`src/rtl/mem_port_arbiter.sv`:
```
// Three-way arbiter sharing one variable-latency memory port (ext > data > fetch, fetch starvation guard).
// Define MEM_PORT_ARBITER_PERF_EN to add the fetch/data grant and stall-cycle performance counters.
module mem_port_arbiter #(
    parameter int unsigned STARVE_LIMIT = 4,
    parameter int unsigned TIMEOUT      = 16,
    parameter logic [31:0] ERR_DATA     = 32'hDEAD_BEEF
) (
    input  logic        clk,
    input  logic        rst_n,
    input  logic        if_req,
    input  logic [31:0] if_addr,
    output logic [31:0] if_rdata,
    output logic        if_valid,
    input  logic        d_req,
    input  logic        d_wr,
    input  logic [31:0] d_addr,
    input  logic [31:0] d_wdata,
    output logic [31:0] d_rdata,
    output logic        d_valid,
    input  logic        ext_req,
    input  logic        ext_wr,
    input  logic [31:0] ext_addr,
    input  logic [31:0] ext_wdata,
    output logic [31:0] ext_rdata,
    output logic        ext_valid,
    output logic        mem_req,
    output logic        mem_wr,
    output logic [31:0] mem_addr,
    output logic [31:0] mem_wdata,
    input  logic [31:0] mem_rdata,
    input  logic        mem_ack,
    output logic        cpu_stall,
`ifdef MEM_PORT_ARBITER_PERF_EN
    output logic [31:0] perf_if_grants,
    output logic [31:0] perf_d_grants,
    output logic [31:0] perf_stall_cycles,
`endif
    output logic        err
);

    localparam int unsigned TMO_W = $clog2(TIMEOUT + 1);
    localparam int unsigned STV_W = $clog2(STARVE_LIMIT + 1);

    typedef enum logic [1:0] {S_IDLE, S_BUSY, S_RESP} state_t;
    typedef enum logic [1:0] {P_NONE, P_IF, P_D, P_EXT} port_t;

    state_t             state_q, state_d;
    port_t              win_q, win_d;
    logic               mem_req_q, mem_req_d;
    logic               mem_wr_q, mem_wr_d;
    logic [31:0]        mem_addr_q, mem_addr_d;
    logic [31:0]        mem_wdata_q, mem_wdata_d;
    logic [TMO_W-1:0]   tmo_q, tmo_d;
    logic [STV_W-1:0]   starve_q, starve_d;
    logic [31:0]        if_rdata_q, if_rdata_d;
    logic [31:0]        d_rdata_q, d_rdata_d;
    logic [31:0]        ext_rdata_q, ext_rdata_d;
    logic               if_valid_q, if_valid_d;
    logic               d_valid_q, d_valid_d;
    logic               ext_valid_q, ext_valid_d;
    logic               err_q, err_d;

    logic               fetch_forced;
    logic               resp_done;
    logic [31:0]        resp_data;

    assign fetch_forced = if_req && (starve_q == STV_W'(STARVE_LIMIT));

    always_comb begin
        state_d     = state_q;
        win_d       = win_q;
        mem_req_d   = mem_req_q;
        mem_wr_d    = mem_wr_q;
        mem_addr_d  = mem_addr_q;
        mem_wdata_d = mem_wdata_q;
        tmo_d       = tmo_q;
        starve_d    = starve_q;
        if_rdata_d  = if_rdata_q;
        d_rdata_d   = d_rdata_q;
        ext_rdata_d = ext_rdata_q;
        if_valid_d  = 1'b0;
        d_valid_d   = 1'b0;
        ext_valid_d = 1'b0;
        err_d       = 1'b0;
        resp_done   = 1'b0;
        resp_data   = '0;

        unique case (state_q)
            S_IDLE: begin
                if (ext_req) begin
                    win_d       = P_EXT;
                    mem_req_d   = 1'b1;
                    mem_wr_d    = ext_wr;
                    mem_addr_d  = ext_addr;
                    mem_wdata_d = ext_wdata;
                    tmo_d       = '0;
                    state_d     = S_BUSY;
                end else if (d_req && !fetch_forced) begin
                    win_d       = P_D;
                    mem_req_d   = 1'b1;
                    mem_wr_d    = d_wr;
                    mem_addr_d  = d_addr;
                    mem_wdata_d = d_wdata;
                    tmo_d       = '0;
                    state_d     = S_BUSY;
                    // only data grants that bypass a waiting fetch count toward starvation
                    if (!if_req) begin
                        starve_d = '0;
                    end else if (starve_q != STV_W'(STARVE_LIMIT)) begin
                        starve_d = starve_q + 1'b1;
                    end
                end else if (if_req) begin
                    win_d       = P_IF;
                    mem_req_d   = 1'b1;
                    mem_wr_d    = 1'b0;
                    mem_addr_d  = if_addr;
                    mem_wdata_d = '0;
                    tmo_d       = '0;
                    starve_d    = '0;
                    state_d     = S_BUSY;
                end
            end

            S_BUSY: begin
                // ack wins over a timeout landing on the same cycle
                if (mem_ack) begin
                    resp_done = 1'b1;
                    resp_data = mem_rdata;
                end else if (tmo_q == TMO_W'(TIMEOUT - 1)) begin
                    resp_done = 1'b1;
                    resp_data = ERR_DATA;
                    err_d     = 1'b1;
                end

                if (resp_done) begin
                    mem_req_d = 1'b0;
                    tmo_d     = '0;
                    state_d   = S_RESP;
                end else begin
                    tmo_d = tmo_q + 1'b1;
                end
            end

            S_RESP: begin
                state_d = S_IDLE;
            end

            default: begin
                state_d = S_IDLE;
            end
        endcase

        if (resp_done) begin
            unique case (win_q)
                P_IF: begin
                    if_rdata_d = resp_data;
                    if_valid_d = 1'b1;
                end
                P_D: begin
                    d_rdata_d = resp_data;
                    d_valid_d = 1'b1;
                end
                P_EXT: begin
                    ext_rdata_d = resp_data;
                    ext_valid_d = 1'b1;
                end
                default: begin
                end
            endcase
        end
    end

    always_ff @(posedge clk or negedge rst_n) begin
        if (!rst_n) begin
            state_q     <= S_IDLE;
            win_q       <= P_NONE;
            mem_req_q   <= 1'b0;
            mem_wr_q    <= 1'b0;
            mem_addr_q  <= '0;
            mem_wdata_q <= '0;
            tmo_q       <= '0;
            starve_q    <= '0;
            if_rdata_q  <= '0;
            d_rdata_q   <= '0;
            ext_rdata_q <= '0;
            if_valid_q  <= 1'b0;
            d_valid_q   <= 1'b0;
            ext_valid_q <= 1'b0;
            err_q       <= 1'b0;
        end else begin
            state_q     <= state_d;
            win_q       <= win_d;
            mem_req_q   <= mem_req_d;
            mem_wr_q    <= mem_wr_d;
            mem_addr_q  <= mem_addr_d;
            mem_wdata_q <= mem_wdata_d;
            tmo_q       <= tmo_d;
            starve_q    <= starve_d;
            if_rdata_q  <= if_rdata_d;
            d_rdata_q   <= d_rdata_d;
            ext_rdata_q <= ext_rdata_d;
            if_valid_q  <= if_valid_d;
            d_valid_q   <= d_valid_d;
            ext_valid_q <= ext_valid_d;
            err_q       <= err_d;
        end
    end

    assign mem_req   = mem_req_q;
    assign mem_wr    = mem_wr_q;
    assign mem_addr  = mem_addr_q;
    assign mem_wdata = mem_wdata_q;
    assign if_rdata  = if_rdata_q;
    assign d_rdata   = d_rdata_q;
    assign ext_rdata = ext_rdata_q;
    assign if_valid  = if_valid_q;
    assign d_valid   = d_valid_q;
    assign ext_valid = ext_valid_q;
    assign err       = err_q;

    // the host freezes the pipeline for as long as it owns the memory
    assign cpu_stall = (if_req && !if_valid_q) || (d_req && !d_valid_q) || (ext_req && !ext_valid_q);

`ifdef MEM_PORT_ARBITER_PERF_EN
    logic        gnt_if, gnt_d;
    logic [31:0] perf_if_q, perf_if_d;
    logic [31:0] perf_d_q, perf_d_d;
    logic [31:0] perf_stall_q, perf_stall_d;

    assign gnt_if = (state_q == S_IDLE) && (win_d == P_IF) && (state_d == S_BUSY);
    assign gnt_d  = (state_q == S_IDLE) && (win_d == P_D) && (state_d == S_BUSY);

    always_comb begin
        perf_if_d    = perf_if_q + {31'd0, gnt_if};
        perf_d_d     = perf_d_q + {31'd0, gnt_d};
        perf_stall_d = perf_stall_q + {31'd0, cpu_stall};
    end

    always_ff @(posedge clk or negedge rst_n) begin
        if (!rst_n) begin
            perf_if_q    <= '0;
            perf_d_q     <= '0;
            perf_stall_q <= '0;
        end else begin
            perf_if_q    <= perf_if_d;
            perf_d_q     <= perf_d_d;
            perf_stall_q <= perf_stall_d;
        end
    end

    assign perf_if_grants    = perf_if_q;
    assign perf_d_grants     = perf_d_q;
    assign perf_stall_cycles = perf_stall_q;
`endif

endmodule

```
`config.mk`:
```
export PLATFORM = sky130hd
export DESIGN_NAME = mem_port_arbiter
export DESIGN_NICKNAME = d
export VERILOG_FILES = /design/src/rtl/mem_port_arbiter.sv
export SDC_FILE = /design/constraint.sdc
export NUM_CORES = 1
export LEC_CHECK = 0
export ABC_AREA = 1
export BUFFER_PORTS_ARGS = -buffer_cell sky130_fd_sc_hd__clkbuf_2
export CAP_MARGIN = 15
export CORE_MARGIN = 8
export CORE_UTILIZATION = 43
export DETAILED_ROUTE_END_ITERATION = 7
export PLACE_DENSITY = 0.76
export SLEW_MARGIN = 20
export SYNTH_ARGS = -nofsm -noshare
export SYNTH_HDL_FRONTEND = slang
export SYNTH_SLANG_ARGS = --single-unit
export TNS_END_PERCENT = 30
```
`constraint.sdc`:
```
create_clock -name clk -period 1.51 [get_ports clk]
set_input_delay 0.151 -clock clk [delete_from_list [all_inputs] [get_ports clk]]
set_output_delay 0.151 -clock clk [all_outputs]
set_load 0.005 [all_outputs]
```
==> impl_results.md <==
- Compound-gate portion of the synthesized area: 7.98%
- H-tree lvl count: 4
- GR Overflow Total: 0
- Comb power frac: roughly 42%
- Clock transition at the registers of the reported paths: 0.07 ns
- Sequential cell area fraction in the yosys report: 52.4%
- Total CTS buffers: 17
- Area grow syn2layout: 49.0%
- Std-Cell Rows: 51
- Post-DR vias/cell: slightly above 5
- Relative max-transition margin: 70.4%
- Int Pwr: 13.9 mW
- Worst skew pair latency: 0.43 ns
- Proportion of layout cells with a drive suffix above 1: ~39%
- Starting Density: 43.8%
- Synth warnings: 0
- Slew Limit Fails: 0
- Final Instance Area: 0.0127 mm²
- Critical Path End Type: register
- Hold Path Cell Cnt: 3
- Clock network power share: 20.4%
- Worst Path Required: between 1.5 and 2 ns
- Outcome: finished, violations left
- Initial antenna violation count: 2
- Placed cell count: 1637
- Synthesized area: approximately 0.0085 mm²
- Gr usage total: 24.8%
- Clock Sinks: 178
- Synth top area cells: dfrtp_1 52%, nand2_1 13%, nand3_1 6.2%
- Die Span Y: 157 µm
- # DRC: 0
- Post-synth top area cell: dfrtp_1
- First-pass GRT wire length: 47700 µm
- Reg2reg path depth: 12
- WL per Instance: 18.9 µm
- Syn Area/Cell: 8.21 µm²
- Max-Cap Viols: 0
- Final worst slack: -0.375 ns
- Yosys reg bits: between 150 and 200
- Core area: about 0.019 mm²
- Worst clock skew: between 0.01 and 0.015 ns
- Proportion of synthesized area in mux cells: 0%
- Die Width: about 160 µm
- CTS root buffer: clkbuf_16
- Switching Share: 38.0%
- Tcrit/Tclk final: 125%
- RSZ-0062 raised after global routing: true
- Hold slack: slightly above 0.04 ns
- Vias in the first global route: 8862
- Largest net degree at the start of global routing: 67
- Post-Synth Simple-Gate Area: 28.9%
- DP HPWL: 20700 µm
- Crit path DAT: around 2.2 ns
- P per Cell Area: 1770 mW/mm²
- Global placement routability congestion: 0.924
- Leakage power: 6.65 nW
- I/O Pins: 367
- Synthesized-area fraction occupied by adder cells: 0.589%
- Top-area cell type share of the netlist area: 52.4%
- Final Hold Viols: 0
- TritonCTS clock tree: built
- Cell variety after synth: 30
- Clock tree buffer depth: 2
- Hold Crit Class: input port to register
- TNS Setup: -29.07 ns
- Least-Margin Pin Slew: 0.442 ns
- DP Area: about 0.011 mm²
- Final setup fails: 100
- ANT nets after route: 0
- Die area: 0.0245 mm²
- Final std cells w/o fill: 1762
- Setup crit start kind: register
- Drt total wl: 33300 µm
- Syn Nets: 1239
- First-pass DRT Iterations: 5
- Port Buffers: between 300 and 400
- Largest family of logic cells by synthesized area: simple AND/OR/NAND/NOR gates
- DRT iter0 DRCs: 646
- Final critical-path required period: 1.88 ns
- Seq pwr share: between 30% and 40%
- Detailed-route via count: 9018
- Critical path type: register to register
- Peak supply drop: 0.842 mV
- Post-synthesis xor/xnor area fraction: 0.206%
- Final #Nets: 1687
- Fmax: ~0.53 GHz
- Mapped Cells: 1035
- Violated checks: negative setup slack
- Crit path max fanout: 8
- Switching pwr: 8.53 mW
-- cell usage after synthesis (all sizes together) --
| cell | n |
|---|---|
| nand2 | 288 |
| dfrtp | 178 |
| inv | 115 |
| nor2 | 108 |
| nand3 | 106 |
| o21ai | 102 |
| buf | 49 |
| nand4 | 32 |
| or2 | 25 |
| clkbuf | 16 |
| nor3 | 5 |
| ha | 4 |
| o22ai | 2 |
| xor2 | 2 |
| a21oi | 1 |
| o211ai | 1 |
| o21bai | 1 |
-- through the flow --
step           setup slack (ns)  util [%]  total power, mW
6_report                 -0.375      65.3             22.5
5_1_grt                  -0.512      65.3             23.9
4_1_cts                  -0.312      62.4             21.6
3_5_place_dp             -0.311      55.3             16.7
3_3_place_gp             -0.214      55.3             16.4
2_1_floorplan            -0.107         -             12.5
-- path summary, 6_finish.rpt --
check                      slack (ns)                       end                  from
hold / removal                   0.04   starve_q[2]$_DFFE_PN0P_                if_req
setup reg to reg                -0.37   if_rdata[8]$_DFFE_PN0P_  tmo_q[1]$_DFFE_PN0P_
max in group asynchronous        0.81  mem_addr[15]$_DFFE_PN0P_                 rst_n
hold reg to reg                  0.48       mem_req$_DFFE_PN0P_   mem_req$_DFFE_PN0P_
setup / recovery                -0.37   if_rdata[8]$_DFFE_PN0P_  tmo_q[1]$_DFFE_PN0P_
min in group asynchronous        0.13  ext_rdata[0]$_DFFE_PN0P_                 rst_n
-- final cells by class --
type / instances / area [µm²]
multi-input combinational: 677 / 3430
fill: 1565 / 6740
timing repair buffer: 494 / 3400
tap: 265 / 332
inverter: 115 / 437
clock buffer: 21 / 450
sequential: 178 / 4450
antenna: 2 / 5.00
clock inverter: 10 / 150
-- repair_timing --
item                                    4_1_cts  5_1_grt
pin swaps                                     0        1
hold endpoints to repair                    211        0
endpoints found under the setup margin      108      135
hold buffers                                 66        0
buffers inserted                              5        4
resized for setup                             7       86
cloned                                        2       15
-- registers in the layout, summed over array words and instances (netlist names), 3 cells and up --
| register | count |
|---|---|
| mem_wdata | 32 |
| mem_addr | 32 |
| tmo_q | 5 |
| ext_rdata | 32 |
| if_rdata | 32 |
| d_rdata | 32 |
| starve_q | 3 |
-- placed cells by master, fill, tap and decap left out, types with 2 or more instances in the layout --
cell / Yosys / final
clkbuf_1: 16 / 3
inv_1: 110 / 109
buf_6: 16 / 14
inv_6: 0 / 3
clkbuf_2: 0 / 365
o21ai_0: 27 / 10
inv_4: 2 / 2
nand3_2: 1 / 3
o21ai_1: 39 / 38
nor3_1: 2 / 2
o21ai_2: 36 / 54
diode_2: 0 / 2
buf_16: 0 / 2
o22ai_1: 2 / 2
inv_2: 3 / 4
nand2_1: 284 / 255
nand2_2: 3 / 22
xor2_1: 2 / 2
nor2_1: 105 / 101
clkbuf_16: 0 / 26
buf_8: 0 / 2
clkinvlp_4: 0 / 3
ha_1: 4 / 2
nand3_1: 105 / 103
ha_2: 0 / 2
dlygate4sd3_1: 0 / 66
buf_12: 0 / 14
dfrtp_1: 178 / 178
bufinv_16: 0 / 3
nor2_2: 1 / 5
nor2_4: 2 / 2
or2_2: 25 / 25
nand4_1: 32 / 32
nand2_4: 1 / 11
buf_4: 5 / 22
nor3_4: 0 / 3
-- cells by family after synthesis --
logic type	count (synthesis)
AOI/OAI and AO/OA	107
DFF	178
xor gates and xnor gates	2
and+or+nand+nor	564
buffers and inverters	180
adders and majority gates	4
-- power by group through the flow --
stage / combinational, mW / sequential, mW / clock (mW)
finish: 9.45 / 8.42 / 4.59
floorplan: 4.11 / 8.35 / 0
detailed placement: 8.27 / 8.39 / 0
CTS: 8.55 / 8.35 / 4.66
global placement: 7.98 / 8.38 / 0
global route: 10.4 / 8.67 / 4.88
-- layer usage --
metal  global-route usage [%]  part of all wire (%)
met1                     28.8                    36
met2                     42.1                    51
met5                        0                     0
met4                     10.0                   3.3
met3                     7.45                   9.6
-- worst max-delay path: stages, from the launching register on --
cell     delay (ns)
dfrtp_1        0.37
ha_2           0.19
nand2_2        0.07
nor2_2         0.08
ha_2           0.17
inv_2          0.04
nand2_2        0.07
nand2_4        0.09
nor3_4         0.18
buf_6          0.19
buf_12         0.16
nand2_1        0.06
o21ai_1        0.11
(Power assumes the default switching activity.)
